**src/rtl/countdown_pkg.sv**
```systemverilog
// Shared types and BCD helpers for the countdown timer and the HUD score block.
package countdown_pkg;

    typedef enum logic [1:0] {
        IDLE    = 2'd0,
        RUN     = 2'd1,
        PAUSE   = 2'd2,
        EXPIRED = 2'd3
    } cd_state_t;

    typedef logic [3:0] bcd_t;

    typedef struct packed {
        bcd_t tens;
        bcd_t units;
    } bcd2_t;

    // Values above 99 clamp to 99 so the digits can never leave 0..9.
    function automatic bcd2_t bin2bcd2(input logic [7:0] bin);
        logic [7:0] clamped;
        logic [7:0] t;
        logic [7:0] u;
        bcd2_t      res;
        clamped   = (bin > 8'd99) ? 8'd99 : bin;
        t         = clamped / 8'd10;
        u         = clamped % 8'd10;
        res.tens  = t[3:0];
        res.units = u[3:0];
        return res;
    endfunction

    function automatic logic [7:0] bcd2bin(input bcd2_t v);
        return ({4'd0, v.tens} * 8'd10) + {4'd0, v.units};
    endfunction

endpackage

```
**src/rtl/bcd2_next_value.sv**
```systemverilog
// Combinational next value for a 2-digit BCD counter: optional decrement (held at 00)
// plus an optional bonus, saturating at MAX_SEC.
module bcd2_next_value
    import countdown_pkg::*;
#(
    parameter int unsigned BONUS_SEC = 5,
    parameter int unsigned MAX_SEC   = 99
) (
    input  bcd2_t value_i,
    input  logic  dec_i,
    input  logic  add_bonus_i,
    output bcd2_t next_o,
    output logic  zero_o
);

    logic [7:0] work;

    // NOTE: blocking assignments in combinational logic; each step reads the previous one.
    always_comb begin
        work = bcd2bin(value_i);
        if (dec_i && (work != 8'd0)) begin
            work = work - 8'd1;
        end
        if (add_bonus_i) begin
            work = work + BONUS_SEC[7:0];
        end
        if (work > MAX_SEC[7:0]) begin
            work = MAX_SEC[7:0];
        end
    end

    assign next_o = bin2bcd2(work);
    assign zero_o = (work == 8'd0);

endmodule

```
**src/rtl/countdown_sequencer.sv**
```systemverilog
// Game countdown controller: 2-digit BCD seconds, start/pause/expire sequencing, bonus time.
// Optional HUD blink during the warning window is built when COUNTDOWN_BLINK_EN is defined.
module countdown_sequencer
    import countdown_pkg::*;
#(
    parameter int unsigned START_SEC = 60,
    parameter int unsigned MAX_SEC   = 99,
    parameter int unsigned WARN_SEC  = 10,
    parameter int unsigned BONUS_SEC = 5
) (
    input  logic       clk,
    input  logic       resetN,
    input  logic       start_game,
    input  logic       pause_toggle,
    input  logic       bonus_req,
    input  logic       fast_req,
    input  logic       one_sec,
    output logic       turbo,
    output logic [3:0] tens,
    output logic [3:0] units,
    output logic       running,
    output logic       warning,
    output logic       time_up,
    output logic       expired,
    output logic       display_en
);

    cd_state_t state_q, state_d;
    bcd2_t     value_q, value_d;
    logic      running_q, expired_q, time_up_q, turbo_q;

    logic      nv_dec, nv_add, nv_zero;
    bcd2_t     nv_next;

    function automatic logic in_warn(input cd_state_t st, input bcd2_t v);
        logic [7:0] b;
        b = bcd2bin(v);
        return ((st == RUN) || (st == PAUSE)) && (b != 8'd0) && (b <= WARN_SEC[7:0]);
    endfunction

    // start_game wins over every other same-cycle request.
    assign nv_dec = !start_game && (state_q == RUN) && one_sec;
    assign nv_add = !start_game && ((state_q == RUN) || (state_q == PAUSE)) && bonus_req;

    bcd2_next_value #(
        .BONUS_SEC (BONUS_SEC),
        .MAX_SEC   (MAX_SEC)
    ) u_next (
        .value_i     (value_q),
        .dec_i       (nv_dec),
        .add_bonus_i (nv_add),
        .next_o      (nv_next),
        .zero_o      (nv_zero)
    );

    // NOTE: every always_comb output gets a default first so no latch is inferred.
    always_comb begin
        state_d = state_q;
        value_d = value_q;
        if (start_game) begin
            state_d = RUN;
            value_d = bin2bcd2(START_SEC[7:0]);
        end else begin
            case (state_q)
                RUN: begin
                    value_d = nv_next;
                    if (one_sec && nv_zero) begin
                        state_d = EXPIRED;
                    end else if (pause_toggle) begin
                        state_d = PAUSE;
                    end
                end
                PAUSE: begin
                    value_d = nv_next;
                    if (pause_toggle) begin
                        state_d = RUN;
                    end
                end
                default: ;
            endcase
        end
    end

    // NOTE: sequential state uses non-blocking assignments so all registers update together.
    always_ff @(posedge clk or negedge resetN) begin
        if (!resetN) begin
            state_q   <= IDLE;
            value_q   <= '0;
            running_q <= 1'b0;
            expired_q <= 1'b0;
            time_up_q <= 1'b0;
            turbo_q   <= 1'b0;
        end else begin
            state_q   <= state_d;
            value_q   <= value_d;
            running_q <= (state_d == RUN);
            expired_q <= (state_d == EXPIRED);
            time_up_q <= (state_d == EXPIRED) && (state_q != EXPIRED);
            turbo_q   <= fast_req && (state_d == RUN);
        end
    end

    assign tens    = value_q.tens;
    assign units   = value_q.units;
    assign running = running_q;
    assign expired = expired_q;
    assign time_up = time_up_q;
    assign turbo   = turbo_q;
    assign warning = in_warn(state_q, value_q);

`ifdef COUNTDOWN_BLINK_EN
    logic blink_q, blink_d;
    logic warn_next;

    // Blink phase follows the next-cycle warning so display_en stays aligned with warning.
    assign warn_next = in_warn(state_d, value_d);

    always_comb begin
        blink_d = blink_q;
        if (start_game || !warn_next) begin
            blink_d = 1'b1;
        end else if (one_sec && ((state_q == RUN) || (state_q == PAUSE))) begin
            blink_d = ~blink_q;
        end
    end

    always_ff @(posedge clk or negedge resetN) begin
        if (!resetN) begin
            blink_q <= 1'b1;
        end else begin
            blink_q <= blink_d;
        end
    end

    assign display_en = blink_q;
`else
    assign display_en = 1'b1;
`endif

endmodule

```
**config.mk**
```make
export PLATFORM = sky130hd
export DESIGN_NAME = countdown_sequencer
export DESIGN_NICKNAME = d
export VERILOG_FILES = /design/src/rtl/countdown_pkg.sv /design/src/rtl/bcd2_next_value.sv /design/src/rtl/countdown_sequencer.sv
export SDC_FILE = /design/constraint.sdc
export NUM_CORES = 1
export LEC_CHECK = 0
export ABC_AREA = 0
export CORE_MARGIN = 10
export CORE_UTILIZATION = 59
export DETAILED_ROUTE_END_ITERATION = 16
export HOLD_SLACK_MARGIN = 0.03
export PLACE_DENSITY_LB_ADDON = 0.05
export SLEW_MARGIN = 20
export SYNTH_ARGS = -nofsm -noshare
export SYNTH_HDL_FRONTEND = slang
export SYNTH_SLANG_ARGS = --single-unit
```
**constraint.sdc**
```tcl
create_clock -name clk -period 6.7 [get_ports clk]
set_input_delay 1.34 -clock clk [delete_from_list [all_inputs] [get_ports clk]]
set_output_delay 1.34 -clock clk [all_outputs]
set_load 0.005 [all_outputs]
```
==> results.yml <==
finish:
  layout_common_cells: "nor2_1 (28), nand2_1 (28), a21oi_1 (22)"
  n_antenna_cell: 0
  nets: 330
  fill_cells: 314
  syn2layout_area_growth_pct: 8.82
  drive_above_1_share_pct: 9.80
grt:
  grt_pass1_vias: 2192
  grt_max_degree: 17
  globalRouteTotalUtil_pct: 19.0
  grt_pass1_wl_um: 10700
  antenna_found_initial: 0
  grt_overflow: 0
sta:
  finalHoldViolations: 0
  tightest_slew_ps: 676
  fmax_mhz: 180
  fin_setup_tns_ps: 0
  setup_viol: 0
  rsz0062_at_grt: "no"
  skew_ps: 7.33
  slew_headroom_pct: 54.8
  slew_violations: 0
  finalCritPeriodShare_pct: 82.7
  timing.final.crit_period_ps: 5540
clock_network:
  root_buffer: "clkbuf_8"
  ctsResizeCount: 0
  cts-buffers-inserted: 3
  cts_tree: "yes"
  clk_latency_ps: 250
  clk_pin_slew_ps: 60
  cts_buffer_depth: 2
  cts_setup_buffers: 0
  htreeDepth: 1
  cts_hold_buf: 0
  clock-sinks: 14
drt:
  initialDrtViolationCount: 225
  wl_per_cell_um: 17.9
  num_vias: 2415
  antenna_left: 0
  via_per_inst: 6.82
  route.detailed.drc: 0
  dr.pass1.iters: 5
  wl_um: 6350
logic_synthesis:
  netlist_area_mm2: 0.00231
  avgSynthCellArea_um2: 7.71
  syn_nets: 323
  ys_ff_latch: 14
  yosys.area.top_type: "dfrtp_1"
  ys_warn_count: 0
  synth_edf_count: 0
  synth_top_area_share_pct: 15.2
  synth-seq-area-share_pct: 15.2
  synth_area_leaders: "dfrtp_1 (15%), ha_1 (7.6%), a21oi_1 (4.8%), nand2_1 (4.5%), nor2_1 (4.5%)"
  async_flop_share_pct: 100
  yosysUniqueCellTypes: 81
  synth_ff_type: "dfrtp_1"
  synthCells: 300
critical_path:
  cp.arrival_ps: 5650
  r2r_start: "tens[3]"
  start_kind: "register"
  worstPathMaxFanout: 12
  worstSetupPathType: "register to register"
  endpoint_kind: "register"
  cp-startpoint: "tens[3]"
  critPathRequiredTime_ps: 6810
place:
  io_buffers: 19
  post-dp-hpwl_um: 4870
  gp_congestion: 0.888
floorplan:
  io_pins: 21
  start_util_pct: 62.2
  die_h_um: 82.6
  design.die.area_mm2: 0.00682
  fp-row-count: 22
  die_width_um: 82.6
  coreArea_mm2: 0.00372
min_path:
  hold_start: "units[1]"
  hold_path_class: "register to register"
run:
  drv_cap: 0
outcome:
  status: "finished, final reports clean"
==> through the flow <==
step | hold slack [ps] | std cells | instance area (µm²) | setup WS, ps | utilization, %
4_1_cts | 629 | 354 | 2520 | 1250 | 67.7
6_report | 632 | 354 | 2520 | 1160 | 67.7
5_1_grt | 661 | 354 | 2520 | 716 | 67.7
2_1_floorplan | 555 | 300 | 2310 | 2010 | -
3_3_place_gp | 605 | 350 | 2460 | 1110 | 66.2
3_5_place_dp | 615 | 350 | 2460 | 1060 | 66.2
==> routing by layer <==
metal / share of wire (%) / track usage [%] / vias to the layer above
met3: 5.3 / 2.27 / 17
met5: 0 / 0 / -
met1: 46 / 26.7 / 1158
met2: 47 / 29.9 / 88
met4: 2.0 / 5.18 / 0
li1: - / - / 1152
==> cell type report <==
| class | count | area, µm² | area share, % |
|---|---|---|---|
| clock buffers | 4 | 55.1 | 2.19 |
| inverters | 8 | 30.0 | 1.19 |
| multi-input cells | 260 | 1820 | 72.5 |
| flip-flops and latches | 14 | 350 | 13.9 |
| well taps | 48 | 60.1 | 2.39 |
| repair buffers | 20 | 198 | 7.86 |
==> worst max-delay path, cell delays in order (launching register included) <==
cell and delay (ps):
dfrtp_1 600, ha_1 320, ha_1 250, fa_1 720, xnor3_1 260, o211a_1 170, or2_2 290, o211ai_1 190
a21oi_1 180, nor2_1 560, a2111oi_0 190, nor3_1 270, o211ai_1 250, or3_1 450, nand2_1 80, nand2_1 60
ha_1 210, a311oi_1 240, o41ai_1 110
==> cells in the mapped netlist, types with 4 or more instances <==
library cell / number
nor2b_1: 4
a21oi_1: 22
xnor2_1: 8
or3_1: 4
nor4_1: 6
buf_2: 9
o211ai_1: 8
dfrtp_1: 14
nand3_1: 6
clkbuf_1: 4
nor3_1: 14
nor2_1: 28
inv_1: 7
or2_2: 5
a21o_1: 7
a211oi_1: 8
o21ai_0: 9
ha_1: 14
nand2_1: 28
==> logic make-up after synthesis <==
family          Yosys count  share of synthesized area, %
buf+inv                  26                          6.01
simple gates            126                          30.2
other cells               1                         0.162
fa+ha+maj                16                          9.31
xor+xnor                 12                          5.14
compound gates          101                          32.2
mux                       4                          1.79
flops                    14                          15.2
==> registers in the layout (all words and copies together), names as in the netlist <==
name and flops:
tens 4, units 4, state_q 2, expired 1, running 1, time_up 1
turbo 1
==> worst paths after layout <==
check | end | slack, ps | cells past startpoint
setup / recovery | units[3] | 1160 | 18
hold reg to reg | units[1] | 630 | 2
hold / removal | units[1] | 630 | 2
max in group asynchronous | expired | 4790 | 1
setup reg to reg | units[3] | 1160 | 18
min in group asynchronous | tens[0] | 1490 | 1
Power is left out: the tool's default activity adds up to more than one toggle a clock period on the data nets, which glitch-free logic cannot reach.
